### src/rtl/if_stage.sv
// Instruction fetch stage: pre-IF next-PC selection, IF stage register and instruction SRAM port.
// Optional one-entry instruction buffer enabled by defining IF_INST_BUF_EN.
module if_stage (
  input  logic        clk,
  input  logic        reset,
  input  logic        ds_allowin,
  input  logic [33:0] br_bus,
  output logic        fs_to_ds_valid,
  output logic [63:0] fs_to_ds_bus,
  output logic        inst_sram_en,
  output logic [3:0]  inst_sram_we,
  output logic [31:0] inst_sram_addr,
  output logic [31:0] inst_sram_wdata,
  input  logic [31:0] inst_sram_rdata
);

  localparam logic [31:0] ResetPc = 32'h1BFF_FFFC;

  logic        br_stall;
  logic        br_taken;
  logic [31:0] br_target;
  logic        br_fire;

  logic        to_fs_valid;
  logic        fs_ready_go;
  logic        fs_allowin;
  logic        fetch_go;
  logic [31:0] nextpc;
  logic [31:0] fs_inst;

  logic        fs_valid_q, fs_valid_d;
  logic [31:0] fs_pc_q, fs_pc_d;
  logic        pend_valid_q, pend_valid_d;
  logic [31:0] pend_target_q, pend_target_d;

  assign br_stall  = br_bus[33];
  assign br_taken  = br_bus[32];
  assign br_target = br_bus[31:0];

  // A branch redirects only in the cycle decode hands it on.
  assign br_fire     = br_taken & ds_allowin;
  assign to_fs_valid = ~reset;
  assign fs_ready_go = ~br_stall;
  assign fs_allowin  = ~fs_valid_q | (fs_ready_go & ds_allowin);
  assign fetch_go    = to_fs_valid & fs_allowin;

  always_comb begin
    if (br_fire) begin
      nextpc = br_target;
    end else if (pend_valid_q) begin
      nextpc = pend_target_q;
    end else begin
      nextpc = fs_pc_q + 32'd4;
    end
  end

  always_comb begin
    fs_valid_d    = fs_valid_q;
    fs_pc_d       = fs_pc_q;
    pend_valid_d  = pend_valid_q;
    pend_target_d = pend_target_q;
    if (fs_allowin) begin
      fs_valid_d = to_fs_valid;
    end
    if (fetch_go) begin
      fs_pc_d = nextpc;
    end
    // A redirect that cannot fetch now is remembered until the next fetch.
    if (br_fire && !fetch_go) begin
      pend_valid_d  = 1'b1;
      pend_target_d = br_target;
    end else if (fetch_go) begin
      pend_valid_d = 1'b0;
    end
  end

  always_ff @(posedge clk) begin
    if (reset) begin
      fs_valid_q    <= 1'b0;
      fs_pc_q       <= ResetPc;
      pend_valid_q  <= 1'b0;
      pend_target_q <= 32'h0;
    end else begin
      fs_valid_q    <= fs_valid_d;
      fs_pc_q       <= fs_pc_d;
      pend_valid_q  <= pend_valid_d;
      pend_target_q <= pend_target_d;
    end
  end

`ifdef IF_INST_BUF_EN
  logic        buf_valid_q, buf_valid_d;
  logic [31:0] buf_inst_q, buf_inst_d;

  // Capture the fresh read data the first cycle the instruction cannot leave.
  always_comb begin
    buf_valid_d = buf_valid_q;
    buf_inst_d  = buf_inst_q;
    if (fs_to_ds_valid && ds_allowin) begin
      buf_valid_d = 1'b0;
    end else if (fs_valid_q && !buf_valid_q && !(fs_ready_go && ds_allowin)) begin
      buf_valid_d = 1'b1;
      buf_inst_d  = inst_sram_rdata;
    end
  end

  always_ff @(posedge clk) begin
    if (reset) begin
      buf_valid_q <= 1'b0;
      buf_inst_q  <= 32'h0;
    end else begin
      buf_valid_q <= buf_valid_d;
      buf_inst_q  <= buf_inst_d;
    end
  end

  assign fs_inst = buf_valid_q ? buf_inst_q : inst_sram_rdata;
`else
  // The SRAM keeps its read data while inst_sram_en is low.
  assign fs_inst = inst_sram_rdata;
`endif

  assign inst_sram_en    = fetch_go;
  assign inst_sram_we    = 4'h0;
  assign inst_sram_wdata = 32'h0;
  assign inst_sram_addr  = reset ? 32'h0 : nextpc;
  assign fs_to_ds_valid  = ~reset & fs_valid_q & fs_ready_go;
  assign fs_to_ds_bus    = reset ? 64'h0 : {fs_pc_q, fs_inst};

endmodule

### config.mk
export PLATFORM = sky130hd
export DESIGN_NAME = if_stage
export DESIGN_NICKNAME = d
export VERILOG_FILES = /design/src/rtl/if_stage.sv
export SDC_FILE = /design/constraint.sdc
export NUM_CORES = 1
export LEC_CHECK = 0
export ABC_AREA = 1
export BUFFER_PORTS_ARGS = -buffer_cell sky130_fd_sc_hd__buf_2
export CAP_MARGIN = 20
export CORE_MARGIN = 2
export CORE_UTILIZATION = 40
export CTS_CLUSTER_DIAMETER = 40
export DETAILED_ROUTE_END_ITERATION = 8
export HOLD_SLACK_MARGIN = 0.06
export PLACE_DENSITY_LB_ADDON = 0.08
export SLEW_MARGIN = 40
export SYNTH_ARGS = -nofsm -noshare
export SYNTH_HDL_FRONTEND = slang
export SYNTH_SLANG_ARGS = --single-unit
### constraint.sdc
create_clock -name clk -period 4.1 [get_ports clk]
set_input_delay 0.41 -clock clk [delete_from_list [all_inputs] [get_ports clk]]
set_output_delay 0.41 -clock clk [all_outputs]
set_load 0.01 [all_outputs]
==> out/results.tsv <==
metric	value	unit
outcome	completed	
# setup viols final	0	
Yosys cell types	27	
Largest stage delay, worst path	0.44	ns
sequential cell area fraction in the yosys report	0.279	
Post-Syn Area per Cell	5.62	um2
drt first pass iters	5	
layout cells sized above 1	0.208	
post-cts resize count	0	
Hold Crit Class	input port to flop	
clk root buf	clkbuf_16	
multi-input logic area	2700	um2
first-pass GRT wire length	23.7	mm
hpwl dp	10.6	mm
GRT Util Overall	0.229	
Reg2Reg Capture Point	fs_pc_q[18]	
crit path DAT	2.36	ns
Worst setup EP type	output pin	
Hold Startpoint	br_bus[14]	
Die W	113	um
Routed Antenna Nets	0	
slowest CP cell	dfxtp_1	
worst-path cell chain	ha_1 > nand3_1 > nor2_1 > nand2_1 > nor2_1 > nand2_1 > nand3_1 > nand2_1 > nand2_1 > nor2_1 > buf_2	
initial drt markers	350	
clock net sink count	66	
largest net degree at the start of global routing	68	
Data required, critical path	3.69	ns
flop and latch count out of synthesis	66	
worst skew pair latency	0.33	ns
Port Buf Inserts	166	
Worst Hold Depth	3	
Post-Synthesis Cells	842	
CP startpoint kind	flop	
# fillers	1291	
Post-synth ARST share	0	
Worst Hold End	pend_target_q[14]	
Worst Skew	0.00706	ns
routability cong.	0.880	
Core Region	11500	um2
maximum clock path buffer count	2	
Post-Route Hold Slack	0.315	ns
Top FF cell, synth	dfxtp_1	
final hold viol count	0	
initial cell density of the core	0.413	
H-Tree Depth	3	
max-slew violation count	0	
Vert. Die Dim	113	um
Post-Route Setup TNS	0	ns
vias in the first global route	4919	
Clock transition at path regs	0.06	ns
Area growth, synth to finish	21.6	%
Remaining DRCs	0	
r2r setup slk	2.07	ns
max_slew headroom	0.545	
Leakage Power	3.47	nW
Hold-fix buffers, CTS	0	
Cell Rows	39	
TritonCTS buffer count	9	
Slew @ Worst Pin	0.682	ns
mapped cell area	4730	um2
vias	5404	
TritonCTS clock tree	built	
Post-synth EDFFs	0	
most common cell after layout, fill and taps aside	nand2_1	
yosys warns	0	
most frequent CP cell	nand2_1	
Avg WL per Cell	12.8	um
Die Area	12700	um2
register area	1320	um2
Top Ports	203	
Min Clock Period, post-route	2.77	ns
critical path peak fanout	6	
Via density	4.77	
diode count	0	
max-cap violations	0	
Worst VDD drop	0.166	mV
drt total wl	14.5	mm
Nets	1057	
R2R depth	10	
period utilization	0.676	
initial antenna violation count	0	
worst reg2reg startpoint	fs_pc_q[2]	
RSZ-0062 raised after global routing	no	
type of the worst setup path	flop to output pin	
most frequent cells in the layout	nand2_1, nor2_1, buf_2	
grt ovf	0	
fmax	0.361	GHz
Setup Buffers After CTS	0	
P per Cell Area	378	nW/um2
==> kinds of logic after synthesis <==
family                   share of synthesized area
AO/OA/AOI/OAI                                0.125
XOR/XNOR                                   0.00740
AND/OR/NAND/NOR                              0.403
buffers and inverters                        0.180
flip-flops                                   0.279
adder cells (fa/ha/maj)                    0.00529
other                                     0.000792
==> sequential cells by signal (all words and copies together) (netlist names) <==
name           flops
pend_target_q     32
fs_pc_q           32
fs_valid_q         1
pend_valid_q       1
==> layout make-up <==
cell class,instances,share of cell area
clock inverters,2,0.00174
repair buffers,173,0.154
well taps,143,0.0311
flip-flops and latches,66,0.230
inverters,102,0.0665
clock buffers,13,0.0487
multi-input cells,634,0.468
==> worst max-delay path, delay by kind of cell (launching register included) <==
family                     cells  cell delay, ns
and+or+nand+nor                9            1.17
DFF                            1            0.44
buffers and inverters          1            0.16
adders and majority gates      1            0.24
==> how the worst max path moves through the flow <==
stage	start	endpoint	cells after the start
after floorplan	fs_pc_q[2]	inst_sram_addr[20]	9
after global placement	br_bus[33]	inst_sram_en	8
after detailed placement	br_bus[33]	pend_target_q[3]	10
after CTS	fs_pc_q[2]	inst_sram_addr[18]	11
after global routing	fs_pc_q[2]	inst_sram_addr[18]	11
final	fs_pc_q[2]	inst_sram_addr[18]	11
==> stage by stage <==
step,total power [mW],cell area (um2),util,std cells,worst slack (ns)
6_report,2.18,5750,0.502,1133,1.33
5_1_grt,2.32,5750,0.502,1133,1.05
4_1_cts,2.19,5750,0.502,1133,1.34
3_5_place_dp,1.44,5460,0.476,1118,1.45
3_3_place_gp,1.44,5460,0.476,1118,1.54
2_1_floorplan,1.23,4860,-,877,2.26
==> metal layers <==
| layer | wire (um) | GRT usage | up-vias |
|---|---|---|---|
| li1 | - | - | 2783 |
| met1 | 6680 | 0.303 | 2401 |
| met2 | 6600 | 0.378 | 206 |
| met3 | 1030 | 0.0498 | 14 |
| met4 | 164 | 0.0585 | 0 |
| met5 | 0 | 0 | - |
==> cells in the mapped netlist, types with 2 or more instances <==
cell | instances | area (um2)
clkbuf_8 | 3 | 41.3
nor2_4 | 3 | 33.8
inv_1 | 98 | 368
nand3_1 | 37 | 185
a31oi_1 | 3 | 18.8
buf_4 | 38 | 285
or2_2 | 5 | 31.3
a22oi_1 | 6 | 45.0
nor2_1 | 186 | 698
o211ai_1 | 5 | 37.5
o21bai_1 | 2 | 15.0
nand2_1 | 246 | 923
buf_2 | 11 | 55.1
dfxtp_1 | 66 | 1320
and2_1 | 2 | 12.5
a21oi_1 | 44 | 220
inv_2 | 4 | 15.0
o21ai_0 | 46 | 230
clkbuf_1 | 23 | 86.3
ha_1 | 2 | 25.0
xor2_1 | 4 | 35.0
nor2_2 | 3 | 18.8
==> report_power, final <==
group          internal, mW  switching, mW  total, mW
combinational         0.235          0.456      0.690
sequential            0.693         0.0475      0.740
clock                 0.470          0.277      0.746
total                  1.40          0.780       2.18
No activity file was read; power rests on OpenSTA's default activity.
